==> config.mk <==
export PLATFORM = sky130hd
export DESIGN_NAME = divide_arbiter_f32
export DESIGN_NICKNAME = d
export VERILOG_FILES = /design/src/rtl/divide_arb_pkg.sv /design/src/rtl/divide_arbiter_f32_rr_arbiter.sv /design/src/rtl/divide_arbiter_f32.sv
export SDC_FILE = /design/constraint.sdc
export NUM_CORES = 1
export LEC_CHECK = 0
export CAP_MARGIN = 20
export CORE_AREA = 5 5 154 156
export CTS_BUF_LIST = sky130_fd_sc_hd__clkbuf_8
export CTS_CLUSTER_DIAMETER = 200
export CTS_CLUSTER_SIZE = 20
export DETAILED_ROUTE_END_ITERATION = 16
export DIE_AREA = 0 0 159 161
export GPL_ROUTABILITY_DRIVEN = 0
export SLEW_MARGIN = 40
export SYNTH_ARGS = -nofsm -noshare
export SYNTH_HDL_FRONTEND = slang
export SYNTH_SLANG_ARGS = --single-unit
export TNS_END_PERCENT = 50
==> constraint.sdc <==
create_clock -name clk -period 2 [get_ports clk]
set_input_delay 0.2 -clock clk [delete_from_list [all_inputs] [get_ports clk]]
set_output_delay 0.2 -clock clk [all_outputs]
set_load 0.02 [all_outputs]
==> src/rtl/divide_arb_pkg.sv <==
// Shared types and constants for the divider arbiter.
package divide_arb_pkg;

   localparam int unsigned F32_WIDTH = 32;
   localparam logic [F32_WIDTH-1:0] F32_QNAN = 32'h7fc00000;

   typedef enum logic [1:0] {
      IDLE   = 2'd0,
      LAUNCH = 2'd1,
      WAIT   = 2'd2,
      RESP   = 2'd3
   } state_t;

   // Operand pair presented to the divider.
   typedef struct packed {
      logic [F32_WIDTH-1:0] num;
      logic [F32_WIDTH-1:0] den;
   } div_ops_t;

endpackage

==> src/rtl/divide_arbiter_f32_rr_arbiter.sv <==
// Round-robin arbiter: first requester at or after ptr, with wraparound.
module rr_arbiter #(
   parameter int unsigned N = 4,
   localparam int unsigned IDX_W = $clog2(N)
) (
   input  logic [N-1:0]     req,
   input  logic [IDX_W-1:0] ptr,
   output logic [N-1:0]     grant,
   output logic [IDX_W-1:0] grant_idx,
   output logic             any
);

   logic [IDX_W-1:0] idx;

   // Scan from the farthest offset down so the offset nearest ptr wins last.
   always_comb begin
      grant_idx = '0;
      any       = 1'b0;
      idx       = '0;
      for (int k = int'(N) - 1; k >= 0; k--) begin
         idx = IDX_W'((int'(ptr) + k) % int'(N));
         if (req[idx]) begin
            any       = 1'b1;
            grant_idx = idx;
         end
      end
      grant = '0;
      if (any) grant[grant_idx] = 1'b1;
   end

endmodule

==> src/rtl/divide_arbiter_f32.sv <==
// Shares one iterative f32 divider between N_REQ requesters.
module divide_arbiter_f32
   import divide_arb_pkg::*;
#(
   parameter int unsigned N_REQ   = 4,
   parameter int unsigned TIMEOUT = 32,
   localparam int unsigned ID_W   = $clog2(N_REQ)
) (
   input  logic                  clk,
   input  logic                  rst,
   input  logic [N_REQ-1:0]      req_valid,
   input  logic [32*N_REQ-1:0]   req_num,
   input  logic [32*N_REQ-1:0]   req_den,
   output logic [N_REQ-1:0]      req_ready,
   output logic                  resp_valid,
   output logic [ID_W-1:0]       resp_id,
   output logic [31:0]           resp_quo,
   output logic                  resp_timeout,
   input  logic                  resp_ready,
   output logic                  div_rst,
   output logic [31:0]           div_num,
   output logic [31:0]           div_den,
   input  logic                  div_rdy,
   input  logic [31:0]           div_quo
);

   localparam int unsigned CNT_W = $clog2(TIMEOUT) + 1;

   state_t           state, state_next;
   logic [ID_W-1:0]  ptr, ptr_next, id_next;
   logic [CNT_W-1:0] cnt, cnt_next;
   logic [31:0]      quo_next;
   logic             tmo_next;
   div_ops_t         ops, ops_next;

   logic [N_REQ-1:0] grant;
   logic [ID_W-1:0]  grant_idx;
   logic             any;
   logic [31:0]      num_arr [N_REQ];
   logic [31:0]      den_arr [N_REQ];

   // Unpack the flat operand buses per requester.
   for (genvar i = 0; i < int'(N_REQ); i++) begin : g_unpack
      assign num_arr[i] = req_num[F32_WIDTH*i +: F32_WIDTH];
      assign den_arr[i] = req_den[F32_WIDTH*i +: F32_WIDTH];
   end

   rr_arbiter #(.N(N_REQ)) u_arb (
      .req       (req_valid),
      .ptr       (ptr),
      .grant     (grant),
      .grant_idx (grant_idx),
      .any       (any)
   );

   assign div_num = ops.num;
   assign div_den = ops.den;

   // Accept pulse only in the IDLE cycle that takes the grant.
   always_comb begin
      req_ready = '0;
      if (state == IDLE) req_ready = grant;
   end

   // Next-state and next-value logic.
   always_comb begin
      state_next = state;
      ptr_next   = ptr;
      cnt_next   = cnt;
      id_next    = resp_id;
      quo_next   = resp_quo;
      tmo_next   = resp_timeout;
      ops_next   = ops;
      case (state)
         IDLE: begin
            if (any) begin
               state_next   = LAUNCH;
               ptr_next     = (grant_idx == ID_W'(N_REQ - 1)) ? '0 : grant_idx + ID_W'(1);
               id_next      = grant_idx;
               ops_next.num = num_arr[grant_idx];
               ops_next.den = den_arr[grant_idx];
            end
         end
         LAUNCH: begin
            state_next = WAIT;
            cnt_next   = '0;
         end
         WAIT: begin
            if (div_rdy) begin
               state_next = RESP;
               quo_next   = div_quo;
               tmo_next   = 1'b0;
            end else if (cnt == CNT_W'(TIMEOUT - 1)) begin
               state_next = RESP;
               quo_next   = F32_QNAN;
               tmo_next   = 1'b1;
            end else begin
               cnt_next = cnt + CNT_W'(1);
            end
         end
         RESP: begin
            if (resp_ready) state_next = IDLE;
         end
         default: state_next = IDLE;
      endcase
   end

   // State and output registers; divider is held in reset outside WAIT.
   always_ff @(posedge clk) begin
      if (rst) begin
         state        <= IDLE;
         ptr          <= '0;
         cnt          <= '0;
         ops          <= '0;
         resp_valid   <= 1'b0;
         resp_id      <= '0;
         resp_quo     <= '0;
         resp_timeout <= 1'b0;
         div_rst      <= 1'b1;
      end else begin
         state        <= state_next;
         ptr          <= ptr_next;
         cnt          <= cnt_next;
         ops          <= ops_next;
         resp_valid   <= (state_next == RESP);
         resp_id      <= id_next;
         resp_quo     <= quo_next;
         resp_timeout <= tmo_next;
         div_rst      <= (state_next != WAIT);
      end
   end

endmodule

==> flow_summary.json, run 1 <==
{
  "outcome": "complete, but fails checks",
  "violations": "negative setup slack",
  "routed_wl_mm": 25.0,
  "r2r.worst_path.cells": 6,
  "maxSlewViolCount": 0,
  "hold_viol": 0,
  "cap_violations": 0,
  "rsz0062_at_grt": "true",
  "synthCells": 563,
  "yosys-top-cells-area": "dfxtp_1, mux2i_1, o221ai_1, nand2_1, a22oi_1",
  "period_share": 1.08,
  "clockBufferDepth": 2,
  "firstDrtPassIters": 7,
  "worst-setup-path-type": "in -> out",
  "ys.flop_type": "dfxtp_1",
  "fin_skew_ps": 13.0,
  "cts_hold_buf": 0,
  "boundaryPins": 401,
  "r2r-end": "div_num[4]$_SDFFE_PP0P_",
  "hold_path_class": "in -> reg",
  "slew_headroom": 0.734,
  "cp.required_ps": 1800,
  "fmax_mhz": 463,
  "die_x_um": 159,
  "syn_to_final_growth_pct": 90.9,
  "setup-violations-final": 25,
  "ys_ff_latch": 111,
  "switching_share": 0.358,
  "rrSetupSlack_ps": -70,
  "grt_usage": 0.178,
  "cp-start-kind": "input pin",
  "portBuffers": 400,
  "synth_largest_area_cell": "dfxtp_1",
  "synth_nets": 864,
  "first_global_vias": 5919,
  "dr_total_vias": 5973,
  "synth.avg_cell_area_um2": 9.74,
  "cts_sinks": 111,
  "post-synth-top-count-cell": "mux2i_1",
  "synth.distinct_cells": 39,
  "synth.top_cell.area_share": 0.405,
  "end_kind": "primary output",
  "drive_gt1_frac": 0.106,
  "crit_start": "req_valid[1]",
  "clock_power_share": 0.178,
  "antenna_left": 0,
  "placed_area_um2": 9960,
  "die_area_um2": 25600,
  "p_sw_mw": 3.03,
  "ys_top_cells_by_count": "mux2i_1, dfxtp_1, nand2_1",
  "antenna_found_initial": 0,
  "gr-total-overflow": 0,
  "layout_min_cycle_time_ps": 2160,
  "worst_pin_slew_ps": 400,
  "synth-edff-count": 0,
  "finish.utilization": 0.471,
  "fin_ws_ps": -158,
  "grt_pass1_wl_mm": 36.1,
  "fin_area_um2": 10500,
  "drtIter0Drc": 292,
  "worst_ep_arrival_time_ps": 1960,
  "path_clk_slew_ps": 110,
  "die_h_um": 161,
  "syn_area_um2": 5490,
  "antenna_cells": 0,
  "async_reset_ff_frac": 0,
  "htreeDepth": 3,
  "cts_tree": "yes",
  "clk_latency_ps": 390,
  "ys_seq_area_frac": 0.405,
  "dp_hpwl_mm": 18.8,
  "power_leakage_nw": 4.32,
  "power.density_nw_per_um2": 808,
  "holdWs_ps": 368,
  "start_util": 0.247,
  "viasPerCell": 4.73,
  "cp_cell_sequence": "clkdlybuf4s50_1, nor2b_1, or4_4, and2_4, inv_4, buf_6, ha_4, and2_4, buf_6",
  "intPower_mw": 5.43,
  "cts-root-buf": "clkbuf_8",
  "numCtsBuffers": 9,
  "drc": 0,
  "nNetsFinal": 1273,
  "finalPower_mw": 8.46,
  "grt_max_degree": 50,
  "post-place-ws_ps": -657,
  "slowest_delay_ps": 510,
  "cpMaxStageDelayCell": "or4_4",
  "yosysWarnings": 0,
  "combPwrFrac": 0.487,
  "r2r_start": "ptr[1]$_SDFFE_PP0P_",
  "coreArea_um2": 22200,
  "vdd_ir_drop_max_uv": 439,
  "p_seq_frac": 0.334,
  "cp_max_fo": 5,
  "wl_per_cell_um": 19.8,
  "row_count": 55,
  "crit_end": "req_ready[1]"
}
## worst min path at each step
stage	startpoint	to	cells past startpoint	slack [ps]
after floorplan	resp_ready	resp_valid$_SDFF_PP0_	1	320
after global placement	div_num[8]$_SDFFE_PP0P_	div_num[8]$_SDFFE_PP0P_	2	440
after detailed placement	div_num[17]$_SDFFE_PP0P_	div_num[17]$_SDFFE_PP0P_	2	450
after CTS	resp_ready	resp_valid$_SDFF_PP0_	2	390
after global routing	div_quo[11]	resp_quo[11]$_SDFFE_PP0P_	3	400
final	req_valid[3]	ptr[1]$_SDFFE_PP0P_	5	370
## timing repair
| item | CTS | global route |
|---|---|---|
| gates cloned | 1 | 5 |
| endpoints found under the setup margin | 68 | 96 |
| endpoints found under the hold margin | 0 | 0 |
| pin swaps | 2 | 2 |
| buffers inserted | 1 | 3 |
| resized for setup | 30 | 21 |
## layout make-up
cell class                      instances  area (um^2)
Fill cell                            2159        11800
Inverter                                8         32.5
Multi-Input combinational cell        397         3100
Timing Repair Buffer                  445         4550
Tap cell                              285          357
Clock inverter                          6         75.1
Sequential cell                       111         2220
Clock buffer                           10          138
## power by group through the flow
stage	logic, mW	registers (mW)	clock network (mW)
after global routing	4.38	2.88	1.66
after floorplan	1.58	3.29	0
final	4.12	2.83	1.51
after global placement	3.90	2.86	0
after CTS	3.98	2.83	1.57
after detailed placement	3.90	2.87	0
## registers in the layout, indices dropped and copies added (netlist names)
| register | count |
|---|---|
| div_den | 32 |
| div_num | 32 |
| resp_quo | 32 |
| cnt | 6 |
| ptr | 2 |
| resp_id | 2 |
| state | 2 |
| div_rst | 1 |
| resp_timeout | 1 |
| resp_valid | 1 |
## cell usage in the layout, fill, tap and decap left out, types with 5 or more instances in the layout
master,synthesis,routed
nor3_1,6,5
clkdlybuf4s50_1,0,393
a22oi_1,24,24
buf_6,13,7
clkbuf_8,0,11
buf_12,0,6
nor2_1,35,34
o221ai_2,0,7
mux2i_1,127,123
dfxtp_1,111,109
and2_4,0,5
buf_4,0,29
a21oi_1,7,7
o221a_2,9,9
inv_1,8,7
o221ai_1,64,57
nand2_1,80,80
## worst max-delay path, delay by kind of cell
kind	cells	cell delay [ps]
and+or+nand+nor	4	890
buffers and inverters	4	770
adders and majority gates	1	110
## metal layers
| layer | wire length (um) | global-route usage | share of wire |
|---|---|---|---|
| met1 | 10100 | 0.214 | 0.40 |
| met2 | 12700 | 0.308 | 0.51 |
| met3 | 1830 | 0.0482 | 0.073 |
| met4 | 459 | 0.0554 | 0.018 |
| met5 | 0 | 0 | 0 |
## per-stage QoR
step | std cells | TNS (ps)
global route | 1262 | -5190
floorplan | 563 | 0
CTS | 1255 | -4830
global placement | 1237 | -34450
detailed placement | 1237 | -36910
finish | 1262 | -1670
## logic make-up after synthesis
kind of cell,after synthesis,synth area share
XOR/XNOR,2,0.00319
flip-flops,111,0.405
multiplexers,127,0.232
adder cells (fa/ha/maj),5,0.0114
AND/OR/NAND/NOR,139,0.106
AO/OA/AOI/OAI,124,0.187
buffers and inverters,55,0.0561
Power figures use the tool's default switching activity.
==> inputs of run 2 (changes only) <==
- SKIP_LAST_GASP: unset -> 1
==> run 2 against run 1 <==
  * Via count barely moved
  * Wire length fell by 0.39%
  * Clock power barely moved
  * Global-route usage barely moved
  * The flow still finishes with violations (negative setup slack)
  * Highest routed layer unchanged
  * Critical path depth did not move
  * Combinational power fell by 1%
  * Largest cell class unchanged
  * Register-to-register slack barely moved
  * Sequential power barely moved
  * Fmax barely moved
  * Largest power group unchanged
==> flow_summary.json, run 2 (synthesis results as in run 1) <==
{
  "outcome": "complete, but fails checks",
  "violations": "negative setup slack",
  "first_global_vias": 5929,
  "die_h_um": 161,
  "numCtsBuffers": 9,
  "firstDrtPassIters": 4,
  "use_met1": 0.215,
  "ff_latch_area_um2": 2220,
  "worst-setup-path-type": "in -> out",
  "dp_hpwl_mm": 18.8,
  "holdWs_ps": 366,
  "clk_latency_ps": 390,
  "most-common-layout-cells": "clkdlybuf4s50_1, mux2i_1, dfxtp_1",
  "placed_area_um2": 9960,
  "die_x_um": 159,
  "row_count": 55,
  "cts_sinks": 111,
  "drc": 0,
  "placed_cells": 1237,
  "power_leakage_nw": 4.32,
  "worst_pin_slew_ps": 400,
  "cts-root-buf": "clkbuf_8",
  "finalPower_mw": 8.42,
  "maxSlewViolCount": 0,
  "hold_viol": 0,
  "boundaryPins": 401,
  "setup-violations-final": 67,
  "worst_ep_arrival_time_ps": 1960,
  "cp_max_fo": 5,
  "die_area_um2": 25600,
  "rsz0062_at_grt": "true",
  "grt_busiest_layer": "met2",
  "grt_max_degree": 50,
  "grt_pass1_wl_mm": 36.1,
  "start_util": 0.247,
  "gr-total-overflow": 0,
  "coreArea_um2": 22200,
  "cap_violations": 0,
  "syn_to_final_growth_pct": 90.6,
  "cp.required_ps": 1800,
  "dr_total_vias": 5968,
  "clockBufferDepth": 2,
  "nNetsFinal": 1274,
  "antenna_left": 0,
  "slew_headroom": 0.733,
  "hold_path_class": "in -> reg",
  "fin_area_um2": 10500,
  "fin_ws_ps": -158,
  "layout_commonest_cell": "clkdlybuf4s50_1",
  "grt_usage": 0.178,
  "antenna_found_initial": 0,
  "vdd_ir_drop_max_uv": 433,
  "wl_per_cell_um": 19.7,
  "fmax_mhz": 463,
  "post-place-ws_ps": -657,
  "fin_skew_ps": 11.6,
  "multi_input_area_um2": 3070,
  "use_met3": 0.0475,
  "met2_usage": 0.309,
  "period_share": 1.08,
  "path_clk_slew_ps": 110,
  "cts_tree": "yes",
  "cp-start-kind": "input pin",
  "power.density_nw_per_um2": 805,
  "drive_gt1_frac": 0.106,
  "layout_min_cycle_time_ps": 2160,
  "fillers": 2161,
  "htreeDepth": 3,
  "portBuffers": 400,
  "drtIter0Drc": 306,
  "viasPerCell": 4.72,
  "routed_wl_mm": 24.9,
  "instances_no_fill": 1264,
  "end_kind": "primary output"
}
[run 2: cell types whose count changed in the layout (fill, tap and decap cells not counted), sizes merged]
cell	change
diode	+1
buf	+1
[run 2: area by class of cell]
type                    count  area share
clock buffers              10      0.0132
repair buffers            446       0.436
diodes                      1    0.000239
inverters                   8     0.00311
multi-input cells         397       0.294
well taps                 285      0.0341
clock inverters             6     0.00718
flip-flops and latches    111       0.213
[run 2: path summary, 6_finish.rpt]
kind	start	end	slack, ps	depth (start not counted)
worst max-delay path	req_valid[1]	req_ready[1]	-160	9
worst min-delay path	req_valid[3]	ptr[1]$_SDFFE_PP0P_	370	5
worst max register to register	ptr[1]$_SDFFE_PP0P_	div_den[21]$_SDFFE_PP0P_	-80	6
worst min register to register	resp_id[1]$_SDFFE_PP0P_	resp_id[1]$_SDFFE_PP0P_	470	2
[run 2: where the power goes]
group	switching, mW	internal [mW]
Combinational	1.91	2.18
Clock	0.871	0.635
Sequential	0.224	2.60
Total	3.00	5.41
[run 2: what timing repair did]
| item | in CTS | in global routing |
|---|---|---|
| hold buffers | 0 | 0 |
| hold endpoints to repair | 0 | 0 |
| gates cloned | 1 | 4 |
| setup endpoints to repair | 68 | 90 |
| setup buffers | 1 | 4 |
| pin swaps | 2 | 3 |
| resized for setup | 27 | 23 |
[run 2: worst max-delay path, cell delays in order]
cell	delay, ps
clkdlybuf4s50_1	500
nor2b_1	60
or4_4	510
and2_4	190
inv_4	60
buf_6	90
ha_4	110
and2_4	130
buf_6	120
[run 2: stage by stage]
step	utilization	setup TNS [ps]
CTS	0.461	-4870
floorplan	-	0
detailed placement	0.448	-36910
global placement	0.448	-34450
finish	0.470	-3370
global route	0.470	-9510
[run 2: routing by layer]
metal | share of wire | wire length [um] | vias up
li1 | - | - | 2931
met1 | 0.40 | 10000 | 2775
met2 | 0.51 | 12700 | 236
met3 | 0.071 | 1780 | 26
met4 | 0.018 | 459 | 0
met5 | 0 | 0 | -
==> inputs of run 3 (changes only) <==
- CORE_AREA: 5 5 154 156 -> 5 5 151 153
- DIE_AREA: 0 0 159 161 -> 0 0 156 158
- PLACE_DENSITY: unset -> 0.68
- SYNTH_HIERARCHICAL: unset -> 1
==> run 3 against run 2 <==
  * The run now ends clean
  * Fmax increased by 10%
  * Wire length decreased by 2.0%
  * First-iteration DRC count decreased by 14%
  * Setup slack improved by 200 ps
  * Clock power about the same
  * Sequential cell count unchanged
  * Combinational power increased by 3%
  * Non-clock buffer count decreased by 9
  * Die area decreased by 3.7%
  * Via count increased by 4.0%
  * Global-route usage increased by 0.29 points
  * Design area increased by 1.3%
  * Critical path type unchanged
  * Largest power group unchanged
  * Highest routed layer unchanged
==> flow_summary.json, run 3 <==
{
  "outcome": "completed",
  "htreeDepth": 3,
  "grt_pass1_wl_mm": 34.9,
  "worst_ep_arrival_time_ps": 1750,
  "finalPower_mw": 8.42,
  "end_kind": "primary output",
  "drive_gt1_frac": 0.145,
  "synth.avg_cell_area_um2": 9.56,
  "worstHoldPathCells": 2,
  "boundaryPins": 401,
  "most-common-layout-cells": "clkdlybuf4s50_1, nand2_1, dfxtp_1",
  "post-synth-top-count-cell": "nand2_1",
  "worst-setup-path-type": "in -> out",
  "synth_largest_area_cell": "dfxtp_1",
  "die_x_um": 156,
  "fmax_mhz": 512,
  "vdd_ir_drop_max_uv": 323,
  "async_reset_ff_frac": 0,
  "cp_top_family": "buffers and inverters",
  "firstDrtPassIters": 4,
  "period_share": 0.977,
  "fin_skew_ps": 30.6,
  "first_global_vias": 6161,
  "yosysWarnings": 6,
  "portBuffers": 400,
  "yosys-top-cells-area": "dfxtp_1, mux4_2, nand2_1, a21oi_1, o21ai_0",
  "r2r.worst_path.cells": 8,
  "syn_area_um2": 5790,
  "die_h_um": 158,
  "wirelength_met1_mm": 9.33,
  "row_count": 54,
  "top_layer": "met4",
  "r2r-end": "div_den[26]$_SDFFE_PP0P_",
  "hp-start": "rst",
  "nNetsFinal": 1298,
  "synth.top_cell.area_share": 0.384,
  "synthCells": 605,
  "viasPerCell": 4.82,
  "power_leakage_nw": 3.79,
  "cp-start-kind": "input pin",
  "hold_viol": 0,
  "grt_max_degree": 52,
  "clockBufferDepth": 2,
  "syn_to_final_growth_pct": 83.1,
  "hold_path_class": "in -> reg",
  "antenna_found_initial": 3,
  "r2r_start": "ptr[0]$_SDFFE_PP0P_",
  "ys.flop_type": "dfxtp_1",
  "wl_per_cell_um": 19.0,
  "cts_sinks": 111,
  "cp_cell_sequence": "clkdlybuf4s50_1, nor2b_4, buf_4, nor3_1, o31a_1, and2_1, dlygate4sd2_1",
  "synth.distinct_cells": 45,
  "slew_headroom": 0.581,
  "synth-edff-count": 0,
  "rrSetupSlack_ps": 70,
  "holdWs_ps": 56.3,
  "wl_met3_mm": 2.24,
  "ys_seq_area_frac": 0.384,
  "cp_max_fo": 3,
  "layout_commonest_cell": "clkdlybuf4s50_1",
  "maxSlewViolCount": 0,
  "layout_min_cycle_time_ps": 1950,
  "clk_latency_ps": 380,
  "start_util": 0.270,
  "cp.required_ps": 1800,
  "dp_hpwl_mm": 18.8,
  "grt_usage": 0.181,
  "worst_pin_slew_ps": 629,
  "power.density_nw_per_um2": 795,
  "coreArea_um2": 21400,
  "gr-total-overflow": 0,
  "path_clk_slew_ps": 110,
  "ys_top_cells_by_count": "nand2_1, dfxtp_1, a21oi_1",
  "dr_total_vias": 6204,
  "synth_nets": 903,
  "path_buf_inv": 3,
  "cpMaxStageDelayCell": "clkdlybuf4s50_1",
  "cts-root-buf": "clkbuf_8",
  "rsz0062_at_grt": "true",
  "slowest_delay_ps": 500,
  "cap_violations": 0,
  "drtIter0Drc": 263,
  "wl_met2_mm": 12.5,
  "setup-violations-final": 0,
  "die_area_um2": 24600,
  "antenna_left": 0,
  "holdPathEnd": "ptr[1]$_SDFFE_PP0P_",
  "numCtsBuffers": 9,
  "drc": 0,
  "cts_tree": "yes",
  "ys_ff_latch": 111,
  "routed_wl_mm": 24.4
}
==> run 3: worst max path at each step <==
stage,startpoint,end,slack [ps],depth (start not counted)
4_1_cts,ptr[0]$_SDFFE_PP0P_,div_num[10]$_SDFFE_PP0P_,-40,7
6_report,req_valid[0],req_ready[2],50,7
5_1_grt,ptr[0]$_SDFFE_PP0P_,req_ready[2],-70,6
2_1_floorplan,ptr[1]$_SDFFE_PP0P_,div_den[20]$_SDFFE_PP0P_,-20,9
3_5_place_dp,req_valid[1],div_num[9]$_SDFFE_PP0P_,-410,8
3_3_place_gp,req_valid[1],div_num[11]$_SDFFE_PP0P_,-380,8
==> run 3: what timing repair did <==
item,in CTS,in global routing
setup buffers,0,3
pin swaps,0,2
gates cloned,0,3
resized for setup,5,10
endpoints found under the setup margin,57,67
hold buffers,0,0
==> run 3: cells by family after synthesis <==
| kind of cell | after synthesis | share of synthesized area |
|---|---|---|
| and+or+nand+nor | 217 | 0.162 |
| AOI/OAI and AO/OA | 153 | 0.153 |
| DFF | 111 | 0.384 |
| muxes | 64 | 0.249 |
| buffers and inverters | 58 | 0.0467 |
| adders and majority gates | 2 | 0.00432 |
==> run 3: where the power goes <==
part           total (mW)  switching, mW  internal, mW  leakage, nW
logic                4.20           1.90          2.29         2.77
registers            2.73          0.178          2.55        0.911
clock network        1.49          0.881         0.608        0.104
==> run 3: layout make-up <==
| type | instances | area (um^2) |
|---|---|---|
| Sequential cell | 111 | 2230 |
| Multi-Input combinational cell | 436 | 3320 |
| Clock buffer | 9 | 124 |
| Antenna cell | 3 | 7.51 |
| Tap cell | 280 | 350 |
| Fill cell | 1995 | 10800 |
| Clock inverter | 7 | 86.3 |
| Timing Repair Buffer | 437 | 4460 |
| Inverter | 5 | 18.8 |
==> run 3: through the flow <==
stage | worst slack (ps) | utilization | cell area (um^2) | TNS [ps] | std cells
global placement | -379 | 0.479 | 10300 | -22830 | 1263
floorplan | -16.8 | - | 5800 | -496 | 605
CTS | -37.2 | 0.489 | 10500 | -347 | 1279
detailed placement | -412 | 0.479 | 10300 | -23760 | 1263
global route | -68.5 | 0.495 | 10600 | -569 | 1288
finish | 46.4 | 0.495 | 10600 | 0 | 1288
==> run 3: metal layers <==
layer  GRT usage  up-vias
li1            -     2983
met1       0.211     2927
met2       0.316      275
met3      0.0612       19
met4      0.0521        0
met5           0        -
==> run 3: worst register-to-register path: cells and delay by family, from the launching register on <==
family                 cells  cell delay [ps]
AO/OA/AOI/OAI              2              270
buffers and inverters      2              300
multiplexers               1              530
flip-flops                 1              390
AND/OR/NAND/NOR            3              310
